<file path="src/rtl/fetch_pkg.sv">
// Shared definitions for the instruction fetch stage.
//   fetch_state_t : fetch FSM encoding (RUN = fetching, EXC_WAIT = halted after exception)
//   DEF_NOP_INST  : default instruction word used for bubbles and squashed slots
//   DEF_RESET_VEC : default PC loaded on reset
package fetch_pkg;

    typedef enum logic {
        RUN      = 1'b0,
        EXC_WAIT = 1'b1
    } fetch_state_t;

    localparam logic [15:0] DEF_NOP_INST  = 16'h0000;
    localparam logic [15:0] DEF_RESET_VEC = 16'h0000;

endpackage

</file>
<file path="src/rtl/if_id_reg.sv">
// IF/ID pipeline register: holds {inst, pc, valid, exc} for the decode stage.
// Ports:
//   clk, rst          : clock, synchronous active-high reset (clears to bubble)
//   load              : capture {d_inst, d_pc, valid=1, d_exc}
//   bubble            : clear to {NOP_INST, 0, valid=0, exc=0}
//   d_inst/d_pc/d_exc : slot contents to load
//   inst/pc/valid/exc : registered slot
// Neither load nor bubble means hold. bubble has priority over load.
module if_id_reg
    import fetch_pkg::*;
#(
    parameter int                ADDR_W   = 16,
    parameter int                DATA_W   = 16,
    parameter logic [DATA_W-1:0] NOP_INST = DEF_NOP_INST
) (
    input  logic              clk,
    input  logic              rst,
    input  logic              load,
    input  logic              bubble,
    input  logic [DATA_W-1:0] d_inst,
    input  logic [ADDR_W-1:0] d_pc,
    input  logic              d_exc,
    output logic [DATA_W-1:0] inst,
    output logic [ADDR_W-1:0] pc,
    output logic              valid,
    output logic              exc
);

    always_ff @(posedge clk) begin
        if (rst || bubble) begin
            inst  <= NOP_INST;
            pc    <= '0;
            valid <= 1'b0;
            exc   <= 1'b0;
        end else if (load) begin
            inst  <= d_inst;
            pc    <= d_pc;
            valid <= 1'b1;
            exc   <= d_exc;
        end
    end

endmodule

</file>
<file path="src/rtl/inst_fetch.sv">
// Instruction fetch stage: holds the PC, addresses inst_memory combinationally
// and captures the returned word into the IF/ID register for decode.
// Optional macro: IFETCH_PERF_EN adds saturating perf_fetch_cnt / perf_stall_cnt.
// Ports:
//   clk, rst            : clock, synchronous active-high reset
//   mem_addr            : address to inst_memory (= pc)
//   mem_data, mem_exc   : same-cycle word and exception from inst_memory
//   stall               : downstream hold request
//   redirect, redirect_pc : taken branch/jump and its target
//   if_inst/if_pc/if_valid/if_exc : IF/ID slot to decode
//   dbg_state           : current fetch FSM state
//   perf_fetch_cnt, perf_stall_cnt : (IFETCH_PERF_EN only) event counters
// Handshake: if_valid qualifies the IF/ID slot; stall is back-pressure from
// decode. While stall=1 (and no redirect) the slot and PC hold, so decode
// consumes exactly one slot per edge with stall=0. Redirect ignores stall.
module inst_fetch
    import fetch_pkg::*;
#(
    parameter int                ADDR_W    = 16,
    parameter int                DATA_W    = 16,
    parameter logic [ADDR_W-1:0] RESET_VEC = DEF_RESET_VEC,
    parameter logic [DATA_W-1:0] NOP_INST  = DEF_NOP_INST
) (
    input  logic              clk,
    input  logic              rst,
    output logic [ADDR_W-1:0] mem_addr,
    input  logic [DATA_W-1:0] mem_data,
    input  logic              mem_exc,
    input  logic              stall,
    input  logic              redirect,
    input  logic [ADDR_W-1:0] redirect_pc,
    output logic [DATA_W-1:0] if_inst,
    output logic [ADDR_W-1:0] if_pc,
    output logic              if_valid,
    output logic              if_exc,
    output fetch_state_t      dbg_state
`ifdef IFETCH_PERF_EN
    ,
    output logic [31:0]       perf_fetch_cnt,
    output logic [31:0]       perf_stall_cnt
`endif
);

    logic [ADDR_W-1:0] pc;
    fetch_state_t      state;

    logic              slot_load;
    logic              slot_bubble;
    logic [DATA_W-1:0] slot_inst;
    logic              slot_exc;

    assign mem_addr  = pc;
    assign dbg_state = state;

    // Slot control, priority redirect > stall > normal.
    // An exception slot carries NOP_INST rather than the faulting word.
    always_comb begin
        slot_load   = 1'b0;
        slot_bubble = 1'b0;
        slot_inst   = mem_data;
        slot_exc    = 1'b0;
        if (redirect) begin
            slot_bubble = 1'b1;
        end else if (!stall) begin
            if (state == RUN) begin
                slot_load = 1'b1;
                slot_exc  = mem_exc;
                if (mem_exc) slot_inst = NOP_INST;
            end else begin
                slot_bubble = 1'b1;
            end
        end
    end

    // PC register, next-PC selection and fetch FSM.
    always_ff @(posedge clk) begin
        if (rst) begin
            pc    <= RESET_VEC;
            state <= RUN;
        end else if (redirect) begin
            pc    <= redirect_pc;
            state <= RUN;
        end else if (!stall && state == RUN) begin
            if (mem_exc) begin
                // Keep pc at the faulting address until software redirects.
                state <= EXC_WAIT;
            end else begin
                pc <= pc + ADDR_W'(1);
            end
        end
    end

    if_id_reg #(
        .ADDR_W   (ADDR_W),
        .DATA_W   (DATA_W),
        .NOP_INST (NOP_INST)
    ) u_if_id (
        .clk    (clk),
        .rst    (rst),
        .load   (slot_load),
        .bubble (slot_bubble),
        .d_inst (slot_inst),
        .d_pc   (pc),
        .d_exc  (slot_exc),
        .inst   (if_inst),
        .pc     (if_pc),
        .valid  (if_valid),
        .exc    (if_exc)
    );

`ifdef IFETCH_PERF_EN
    always_ff @(posedge clk) begin
        if (rst) begin
            perf_fetch_cnt <= '0;
            perf_stall_cnt <= '0;
        end else begin
            if (slot_load && !slot_exc && perf_fetch_cnt != 32'hFFFF_FFFF)
                perf_fetch_cnt <= perf_fetch_cnt + 32'd1;
            if (stall && !redirect && perf_stall_cnt != 32'hFFFF_FFFF)
                perf_stall_cnt <= perf_stall_cnt + 32'd1;
        end
    end
`endif

endmodule
</file>
<file path="config.mk">
export PLATFORM = sky130hd
export DESIGN_NAME = inst_fetch
export DESIGN_NICKNAME = d
export VERILOG_FILES = /design/src/rtl/fetch_pkg.sv /design/src/rtl/if_id_reg.sv /design/src/rtl/inst_fetch.sv
export SDC_FILE = /design/constraint.sdc
export NUM_CORES = 1
export LEC_CHECK = 0
export CAP_MARGIN = 5
export CORE_ASPECT_RATIO = 0.75
export CORE_MARGIN = 3
export CORE_UTILIZATION = 45
export DETAILED_ROUTE_END_ITERATION = 7
export PLACE_DENSITY = 0.83
export SETUP_SLACK_MARGIN = 0.2
export SYNTH_ARGS = -nofsm -noshare
export SYNTH_HDL_FRONTEND = slang
export SYNTH_HIERARCHICAL = 1
export SYNTH_SLANG_ARGS = --single-unit
</file>
<file path="constraint.sdc">
create_clock -name clk -period 2.8 [get_ports clk]
set_input_delay 0.56 -clock clk [delete_from_list [all_inputs] [get_ports clk]]
set_output_delay 0.56 -clock clk [all_outputs]
set_load 0.005 [all_outputs]
</file>
# == Word level (Yosys, flattened, before mapping) ==
# Index checks and enable logic that the tools add are counted.
# totals
reg_bits,51
input_bits,37
out_inout_bits,51
word_cells,32
# op_classes
n_addsub,1
n_eq_ne,1
n_mux,16
n_bitwise,1
reduce_logical,7
# ops
cell,count
two-way mux 16 bit,7
"adder 16 x 1 -> 16 bit, second input constant",1
two-way mux 1 bit,9
AND reduction 2 bit,2
"!= test 2 x 1 -> 1 bit, second input constant",1
nonzero test 2 bit,1
OR reduction 2 bit,1
logical AND 1 bit,1
logical NOT 1 bit,1
logical OR 1 bit,1
NOT 1 bit,1

# == Depth between registers and ports, before layout ==
# depth
ltp_word,4
depth_mapped,7
mapped_depth_nobuf,5

# == Hierarchy ==
# Netlist, hierarchy kept.
# modules_own_cells
mod,n_inst,cells_each,area_per_inst_um2,seq_area_each_um2
if_id_reg,1,111,1248.7,680.7
inst_fetch,1,134,1062.3,340.3

# == Worst setup path after synthesis ==
# Ideal clock, no wire load.
# synth_path
path_type,input to register
start,input port mem_exc
end,"register pc[14], in the netlist mem_addr[14]"
setup_time_ns,0.091
t_arrival_ns,1.854
required_ns,2.709
path_slack_ns,0.855
path_stages,4
path_buffers,0
cell_sequence,or3_4 -> or3_1 -> or3_1 -> a311oi_1
# synth_between
elab_chain_len,2
# synth_rtl
element,line,text
start: declaration,inst_fetch.sv:28,"input logic mem_exc,"
!= test 2 x 1 -> 1 bit (no source line),n/a,
AND reduction 2 bit (no source line),n/a,
end signal: assignment,inst_fetch.sv:81,pc <= redirect_pc;
end signal: assignment,inst_fetch.sv:88,pc <= pc + ADDR_W'(1);
end: declaration,inst_fetch.sv:44,logic [ADDR_W-1:0] pc;
# Every way passes these cells.
# A chain may end at the register's enable or synchronous reset.

# == Worst setup path after layout ==
# Ends and elaborated chain as after synthesis.

==> run summary <==
Synth async-reset ratio: 0%
Post-place setup slack: 235 ps
Max IR drop VDD: 0.000271 V
Vias per cell: 5.17
Die Wd: 88.8 um
Worst Path Arrival: 2450 ps
Max clock buf depth: 2
CP endpoint kind: register
CTS tree: done
Pins Over Slew Limit: 0
Vias in the first global route: 1889
Gpl congestion: 0.831
Boundary Pins: 88
Max FO, Critical Path: 13
Crit Reg-Reg Startpoint: mem_addr[0]
Ys Warns: 6
Combinational share of power: 14.9%
Most frequent cells in the layout: clkdlybuf4s50_1, dfxtp_1, nor2_1, mux2i_1, nor2b_1
Vias: 2000
# resized after CTS: 0
Crit Path Category: input pin to register
Power Density: 469 nW/um2
Startpoint Class: input pin
Worst r2r path cells: 5
Setup bufs post-CTS: 0
Htree depth: 2
First-pass GRT wire length: 9.41 mm
Total area of sequential cells: 1020 um2
Die area: 6040 um2
Clk_lat worst skew: 300 ps
Internal power: 1.18 mW
WL final: 5.93 mm
Critical path origin: mem_exc
Syn Std Cell Area: 2310 um2
Row cnt: 21
Sequential cell area fraction in the yosys report: 44.2%
Final Core Density: 70.0%
Fillers: 402
Post-synth top flop: dfxtp_1
Core ar.: 4700 um2
Pin count of the biggest net entering global routing: 35
Placement Cell Area: 3170 um2
Slew HR: 61.7%
EDFF count, synth: 0
Post-route setup slack: 570 ps
DRC: 0
Clock Skews: 9.85 ps
Hold crit path type: register to register
Port Buffer Count: 87
Routed Antenna Nets: 0
Sw Pwr: 0.366 mW
Syn nets: 283
Tcrit/Tclk final: 79.6%
Power, Total: 1.54 mW
Reg-to-Reg End: mem_addr[14]
Worst Tran Pin Value: 574 ps
CTS Buf Count: 5
Max Cap Viol: 0
Status: complete, no violations
Unrepaired setup endpoints after global routing: no
Leak: 1.19 nW
Share of layout cells above drive strength 1: 5.76%
Commonest non-fill, non-tap cell in the layout: clkdlybuf4s50_1
Total GRT Usage: 20.4%
Sw Ratio: 23.7%
Seq pwr share: 50.6%
Final net count: 367
Clk network pwr share: 34.5%
Final-report hold violation count: 0
Drt wl/cell: 15.3 um
Hold Path Stages: 2
Root buf cell: clkbuf_8
Hold-fix buffers, CTS: 0
ANT cells: 0
Post-synthesis register bit count: 51
CTS Sinks: 51
Initial Util: 49.1%
Synth Area per Inst: 9.43 um2
Post-layout min period: 2230 ps
HPWL Detailed: 4.28 mm
GRT overflow: 0
Initial antenna violation count: 0
Initial DRC count: 72
Footprint of the multi-input gates: 1130 um2
Required @ worst endpoint: 3020 ps
Reg2Reg Setup Slack: 800 ps
Final instance area: 3290 um2
Die Ht: 68.1 um
Netlist cell types: 41
Clock transition at path regs: 90 ps
Setup violators final: 0
Setup crit end: mem_addr[14]
Layout area overhead: 42.4%
Total negative slack: 0 ps
Gate count after technology mapping: 245
Max Fclk: 448 MHz
Router iterations before antenna repair: 4
-- metal layers --
metal / up-vias / global-route usage (%) / routed length, um
li1: 1002 / - / -
met1: 921 / 26.9 / 2680
met2: 75 / 32.2 / 2780
met3: 2 / 6.74 / 448
met4: 0 / 5.09 / 19
met5: - / 0 / 0
-- worst max-delay path, cell delays in order --
cell	delay, ps
clkdlybuf4s50_1	450
or3_4	480
or3_1	380
or3_1	340
a311oi_1	240
-- layout make-up --
type / count / area share (%)
inverter: 9 / 1.03
timing repair buffer: 93 / 27.8
clock inverter: 2 / 1.06
tap: 57 / 2.17
multi-input combinational: 169 / 34.4
clock buffer: 6 / 2.51
sequential: 51 / 31.0
-- Yosys cell counts (2+ instances only) --
cell      number  area, um2
dfxtp_1       51       1020
nor2_1        43        161
mux2i_1       34        340
nor2b_1       16        100
nand2_1       11       41.3
inv_1          9       33.8
xnor2_1        8       70.1
a211oi_1       7       52.6
a21oi_1        7       35.0
clkbuf_1       6       22.5
nor4_1         5       31.3
buf_6          4       45.0
nor3_1         4       20.0
buf_8          3       45.0
nand3_1        3       15.0
nand4_1        3       18.8
or3_1          3       18.8
a311oi_1       2       17.5
and4_1         2       17.5
o31a_1         2       17.5
xor2_1         2       17.5
-- flip-flops by register name, summed over array words and instances, names as in the netlist --
signal and flops:
u_if_id/pc 16, dbg_state 1, mem_addr 16, u_if_id/exc 1, u_if_id/valid 1, u_if_id/inst 16
-- worst min-delay path by stage --
stage / start / to / slack, ps
floorplan: u_if_id/valid / u_if_id/valid / 460
global placement: u_if_id/valid / u_if_id/valid / 450
CTS: u_if_id/valid / u_if_id/valid / 480
detailed placement: u_if_id/valid / u_if_id/valid / 460
global route: u_if_id/valid / u_if_id/valid / 510
finish: u_if_id/valid / u_if_id/valid / 470
-- power groups by stage --
stage | registers, mW | clock network (mW) | logic (mW)
2_1_floorplan | 0.793 | 0 | 0.117
3_3_place_gp | 0.796 | 0 | 0.225
3_5_place_dp | 0.798 | 0 | 0.230
4_1_cts | 0.782 | 0.544 | 0.232
5_1_grt | 0.787 | 0.577 | 0.250
6_report | 0.782 | 0.533 | 0.230
-- stage by stage --
step | cells | hold WS [ps]
2_1_floorplan | 245 | 458
3_3_place_gp | 379 | 446
3_5_place_dp | 379 | 461
4_1_cts | 387 | 479
5_1_grt | 387 | 509
6_report | 387 | 474
-- cell families (layout without fill, tap and decap cells) --
kind of cell	after synthesis	after routing	share of synthesized area (%)
AOI/OAI and AO/OA	25	25	7.53
xor gates and xnor gates	10	10	3.79
adders and majority gates	1	1	0.541
buffers and inverters	25	110	7.04
DFF	51	51	44.2
muxes	35	35	15.2
and+or+nand+nor	98	98	21.7
No activity file was read; power rests on OpenSTA's default activity.
